`src/rtl/leitor_sete_segmentos.sv`:
```
// rtl/leitor_sete_segmentos.sv - multiplexed 7-segment bus reader with frame assembly
// Optional hex glyph decode (A..F) is compiled in with `define LEITOR_HEX_EN.
module leitor_sete_segmentos #(
  parameter int DIGITS        = 4,
  parameter int STABLE_CYCLES = 3
) (
  input  logic                  iClk,
  input  logic                  iRst,
  input  logic                  iA,
  input  logic                  iB,
  input  logic                  iC,
  input  logic                  iD,
  input  logic                  iE,
  input  logic                  iF,
  input  logic                  iG,
  input  logic [DIGITS-1:0]     iDig,
  output logic [4*DIGITS-1:0]   oValor,
  output logic                  oValido,
  output logic [DIGITS-1:0]     oDigErro
);

  localparam int SW = DIGITS + 7;
  localparam int CW = 5;

  typedef enum logic {COLETA, PUBLICA} estado_t;

  estado_t              state_q;
  logic [SW-1:0]        sample_q, sample_in;
  logic [CW-1:0]        run_q, run_d;
  logic [DIGITS-1:0]    seen_q, seen_d;
  logic [DIGITS-1:0]    err_q, err_d;
  logic [4*DIGITS-1:0]  shadow_q, shadow_d;
  logic [DIGITS-1:0]    samp_dig;
  logic                 onehot, accept, publish;
  logic [4:0]           dec;

  // Returns {valid, nibble}; segments ordered a..g with a as MSB.
  function automatic logic [4:0] decode(input logic [6:0] seg);
    case (seg)
      7'b1111110: decode = {1'b1, 4'h0};
      7'b0110000: decode = {1'b1, 4'h1};
      7'b1101101: decode = {1'b1, 4'h2};
      7'b1111001: decode = {1'b1, 4'h3};
      7'b0110011: decode = {1'b1, 4'h4};
      7'b1011011: decode = {1'b1, 4'h5};
      7'b1011111: decode = {1'b1, 4'h6};
      7'b1110000: decode = {1'b1, 4'h7};
      7'b1111111: decode = {1'b1, 4'h8};
      7'b1111011: decode = {1'b1, 4'h9};
`ifdef LEITOR_HEX_EN
      7'b1110111: decode = {1'b1, 4'hA};
      7'b0011111: decode = {1'b1, 4'hB};
      7'b1001110: decode = {1'b1, 4'hC};
      7'b0111101: decode = {1'b1, 4'hD};
      7'b1001111: decode = {1'b1, 4'hE};
      7'b1000111: decode = {1'b1, 4'hF};
`endif
      default:    decode = {1'b0, 4'h0};
    endcase
  endfunction

  always_comb begin
    sample_in = {iDig, iA, iB, iC, iD, iE, iF, iG};
    if (sample_in == sample_q) begin
      run_d = (run_q == CW'(STABLE_CYCLES + 1)) ? run_q : run_q + 1'b1;
    end else begin
      run_d = CW'(1);
    end

    samp_dig = sample_q[SW-1:7];
    onehot   = (samp_dig != '0) && ((samp_dig & (samp_dig - DIGITS'(1))) == '0);
    accept   = onehot && (run_q == CW'(STABLE_CYCLES));
    dec      = decode(sample_q[6:0]);
    publish  = (state_q == COLETA) && (&seen_q);

    // A digit accepted on the publish edge lands in the next frame.
    seen_d   = publish ? '0 : seen_q;
    err_d    = publish ? '0 : err_q;
    shadow_d = shadow_q;
    if (accept) begin
      for (int k = 0; k < DIGITS; k++) begin
        if (samp_dig[k]) begin
          seen_d[k] = 1'b1;
          if (dec[4]) begin
            shadow_d[4*k +: 4] = dec[3:0];
            err_d[k]           = 1'b0;
          end else begin
            err_d[k] = 1'b1;
          end
        end
      end
    end
  end

  always_ff @(posedge iClk) begin
    if (iRst) begin
      state_q  <= COLETA;
      sample_q <= '0;
      run_q    <= '0;
      seen_q   <= '0;
      err_q    <= '0;
      shadow_q <= '0;
      oValor   <= '0;
      oValido  <= 1'b0;
      oDigErro <= '0;
    end else begin
      sample_q <= sample_in;
      run_q    <= run_d;
      seen_q   <= seen_d;
      err_q    <= err_d;
      shadow_q <= shadow_d;
      case (state_q)
        COLETA: begin
          if (publish) begin
            oValor   <= shadow_q;
            oDigErro <= err_q;
            oValido  <= 1'b1;
            state_q  <= PUBLICA;
          end else begin
            oValido  <= 1'b0;
          end
        end
        default: begin
          oValido <= 1'b0;
          state_q <= COLETA;
        end
      endcase
    end
  end

endmodule

```
`config.mk`:
```
export PLATFORM = sky130hd
export DESIGN_NAME = leitor_sete_segmentos
export DESIGN_NICKNAME = d
export VERILOG_FILES = /design/src/rtl/leitor_sete_segmentos.sv
export SDC_FILE = /design/constraint.sdc
export NUM_CORES = 1
export LEC_CHECK = 0
export ABC_AREA = 1
export ABC_CLOCK_PERIOD_IN_PS = 4500
export BUFFER_PORTS_ARGS = -buffer_cell sky130_fd_sc_hd__buf_2
export CAP_MARGIN = 20
export CORE_ASPECT_RATIO = 0.9
export CORE_UTILIZATION = 50
export CTS_BUF_LIST = sky130_fd_sc_hd__clkbuf_2
export DETAILED_ROUTE_END_ITERATION = 16
export PLACE_DENSITY = 0.81
export SLEW_MARGIN = 20
export SYNTH_ARGS = -nofsm -noshare
export SYNTH_HDL_FRONTEND = slang
export SYNTH_SLANG_ARGS = --single-unit
export TNS_END_PERCENT = 20
```
`constraint.sdc`:
```
create_clock -name iClk -period 4.5 [get_ports iClk]
set_input_delay 1.125 -clock iClk [delete_from_list [all_inputs] [get_ports iClk]]
set_output_delay 1.125 -clock iClk [all_outputs]
set_load 0.01 [all_outputs]
```
## Word level (Yosys, flattened, before mapping)

Cells that the tools add are included.

| word-level totals | value |
|---|---|
| flip-flop bits (word level) | 61 |

| cells by class | value |
|---|---|
| bitwise logic cells | 3 |
| muxes and demuxes | 17 |
| add/subtract/negate cells | 2 |
| equality and inequality tests | 14 |
| reductions and logical operators | 13 |

Operator list:

| operator | count |
|---|---|
| equality test 7 bit (second input constant) | 8 |
| one-hot mux 5 bit (10 select lines) | 1 |
| two-way mux 4 bit | 4 |
| equality test 7 x 6 -> 1 bit (second input constant) | 2 |
| two-way mux 1 bit | 12 |
| AND reduction 3 bit | 4 |
| equality test 11 bit | 1 |
| adder 5 x 1 -> 5 bit (second input constant) | 1 |
| equality test 5 x 2 -> 1 bit (second input constant) | 1 |
| equality test 5 x 3 -> 1 bit (second input constant) | 1 |
| bitwise AND 4 bit | 1 |
| zero test 4 bit | 1 |
| AND reduction 4 bit | 1 |
| nonzero test 4 bit | 1 |
| OR reduction 2 bit | 2 |
| subtractor 4 x 1 -> 4 bit (second input constant) | 1 |
| logical AND 1 bit | 3 |
| != test 2 bit (second input constant) | 1 |
| NOT 1 bit | 2 |
| AND reduction 2 bit | 1 |

## Depth between registers and ports, before layout

| logic depth | value |
|---|---|
| depth in word-level cells | 6 |
| mapped depth | 11 |
| gate-level depth less buffers | 11 |

## Worst setup path after synthesis

Ideal clock, no wire load.

| path | value |
|---|---|
| path kind | input to register |
| start | in iRst |
| end | reg shadow_q[10] |
| arrival | 1.831 ns |
| buffers on the path | 2 |
| setup slack | 2.555 ns |
| stages on the path | 5 |
| cells stage by stage | buf_2 > clkinv_1 > clkbuf_1 > nand3_1 > nand2_1 |

RTL lines:

| what | line | source |
|---|---|---|
| start, declared | 8 | `input logic iRst,` |
| end signal, assigned | 111 | `shadow_q <= shadow_d;` |
| end, declared | 32 | `logic [4*DIGITS-1:0] shadow_q, shadow_d;` |

## Final worst setup path

| path | value |
|---|---|
| start | reg oValor[15] |
| end | out oValor[15] |

RTL lines:

| what | line | source |
|---|---|---|
| start, declared | 17 | `output logic [4*DIGITS-1:0] oValor,` |
| start signal, assigned | 115 | `oValor <= shadow_q;` |

No word-level cell between the ends.

==> impl_metrics.yaml <==
run_status:
  status: "complete, no violations"
yosys:
  synthTopCellsByArea: "dfxtp_1 (46%), nor2_1 (10%), nand2_1 (8.4%), nand3_1 (4.7%), o21ai_0 (4.1%)"
  synth_area_um2: 2680
  synth_warnings: 0
  yosys.area.top_type_share_pct: 45.6
  yosysSeqAreaShare_pct: 45.6
  syn_area_per_cell_um2: 7.55
  ys_ff_latch: 61
  synthCells: 355
  syn_nets: 370
  ys_types: 32
  yosysTopAreaCell: "dfxtp_1"
setup_path:
  crit_path_end_kind: "primary output"
  crit_cells: 1
  rr_startpoint: "run_q[0]"
  worstPathMaxFanout: 2
  start_kind: "register"
  crit_type: "reg2out"
  crit_chain: "buf_2"
  worstPathRequired_ns: 3.38
  path_buf_inv: 1
  reg2reg_depth: 8
  critPathLaunch: "oValor[15]"
  path_delay_family: "flip-flops"
  arrival_ns: 1.02
  slowest_delay_ns: 0.38
  slowest_stage: "dfxtp_1"
clocking:
  htree_num_levels: 3
  clock_sinks: 61
  clkLatencyLatePin_ns: 0.52
  path_clk_slew_ns: 0.21
  cts_setup_buffers: 0
  cts_root_buffer: "clkbuf_2"
  cts_hold_buf: 0
  clock_path_buffers: 2
  cts_inserted_buffers: 9
  cts_tree: "done"
  cts_resized: 0
routing:
  initialDrtViolationCount: 166
  drtPass1Iterations: 4
  vias: 2285
  wl_per_cell_um: 11.5
  routed_wl_um: 5290
  drcViolationCount: 0
  via_per_inst: 4.98
  ant_nets: 0
layout:
  multi_input_area_um2: 1250
  fillerInstances: 468
  final_cells: 459
  regArea_um2: 1220
  area_growth_pct: 11.1
  diodes: 0
  nets: 404
  drive_above_1_share_pct: 22.1
pwr:
  p_leak_nw: 1.43
  max-vdd-ir-drop_mv: 0.222
  finalPower_mw: 0.947
  power-per-cell-area_nw_per_um2: 318
place:
  gp_congestion: 0.877
  hpwl_um: 3610
  portBuffers: 33
  dp.cells: 443
  pre_cts_ws_ns: 2.33
worst_hold_path:
  min_path_cells: 2
  hold_path.startpoint: "err_q[0]"
  min_path_type: "reg2reg"
grt:
  grt_first_pass_wirelength_um: 9140
  grt-ovfl-total: 0
  grt_pass1_vias: 2120
  grt_max_degree: 44
  grt_use_total_pct: 21.0
  antenna_found_initial: 0
timing:
  slew_headroom_pct: 54.1
  min_period_over_period_pct: 47.7
  rsz0062_at_grt: "false"
  finClkSkew_ns: 0.0386
  tightest_slew_ns: 0.688
  drv_slew: 0
  setup_violations: 0
  setup_slack_ns: 2.36
  fin_setup_tns_ns: 0
  fin_hold_ws_ns: 0.477
  hold_viol: 0
  fmax_mhz: 466
  period_needed_ns: 2.14
floorplan:
  die_w_um: 79.2
  pin_count: 34
  rows: 24
  die_h_um: 71.4
  start_util_pct: 53.7
  dieArea_um2: 5650
  coreArea_um2: 4980
job:
  cap_violations: 0
[stage by stage]
step / instance area [um2] / utilization, %
after floorplan: 2680 / -
after global placement: 2860 / 57.3
after detailed placement: 2860 / 57.3
after CTS: 2980 / 59.7
after global routing: 2980 / 59.7
final: 2980 / 59.7
[layout by cell type, fill, tap and decap left out, drive strengths merged]
cell type | synthesis | routed
clkinv | 2 | 4
bufinv | 0 | 1
xnor2 | 3 | 3
nor2 | 81 | 81
nand3b | 4 | 4
nand2 | 72 | 72
inv | 28 | 29
xor2 | 5 | 5
buf | 6 | 35
nand4 | 4 | 4
nor3 | 4 | 4
nand3 | 27 | 27
a21oi | 20 | 20
o21ai | 25 | 25
or2 | 4 | 4
clkinvlp | 0 | 3
ha | 2 | 2
dfxtp | 61 | 61
nor3b | 1 | 1
clkbuf | 6 | 9
[cell families after synthesis]
group,Yosys count,synth area share (%)
and+or+nand+nor,197,34.5
DFF,61,45.6
AOI/OAI and AO/OA,45,8.83
buffers and inverters,42,7.57
xor gates and xnor gates,8,2.62
adders and majority gates,2,0.934
[layout make-up]
| type | count | area share (%) |
|---|---|---|
| Multi-Input combinational cell | 252 | 42.2 |
| Sequential cell | 61 | 41.0 |
| Timing Repair Buffer | 35 | 6.06 |
| Inverter | 30 | 3.95 |
| Tap cell | 65 | 2.73 |
| Clock inverter | 7 | 2.52 |
| Clock buffer | 9 | 1.51 |
[path summary, 6_finish.rpt]
| path | to | slack [ns] |
|---|---|---|
| worst min register to register | err_q[0] | 0.48 |
| worst max register to register | shadow_q[8] | 2.72 |
| worst min-delay path | err_q[0] | 0.48 |
| worst max-delay path | oValor[15] | 2.36 |
[synthesized netlist by cell type, drive strengths merged]
master,number
nand3,27
dfxtp,61
nand2,72
xnor2,3
nand4,4
a21oi,20
clkinv,2
nor2,81
nor3b,1
clkbuf,6
o21ai,25
or2,4
nand3b,4
buf,6
nor3,4
inv,28
ha,2
xor2,5
[registers in the layout, summed over array words and instances, names as in the netlist]
register	flops
err_q	4
shadow_q	16
run_q	5
oDigErro	4
oValor	16
state_q	1
sample_q	11
seen_q	4
[report_power, final]
| group | total, mW | switching, mW | internal [mW] |
|---|---|---|---|
| sequential | 0.554 | 0.00753 | 0.547 |
| combinational | 0.0483 | 0.0303 | 0.0180 |
| clock | 0.345 | 0.215 | 0.129 |
| total | 0.947 | 0.253 | 0.694 |
[layer usage]
metal | vias to the layer above | part of all wire, % | global-route usage, %
li1 | 1200 | - | -
met1 | 1006 | 45 | 25.1
met2 | 72 | 46 | 34.5
met3 | 7 | 7.7 | 8.41
met4 | 0 | 1.4 | 7.07
met5 | - | 0 | 0
No activity file was read; power rests on OpenSTA's default activity.
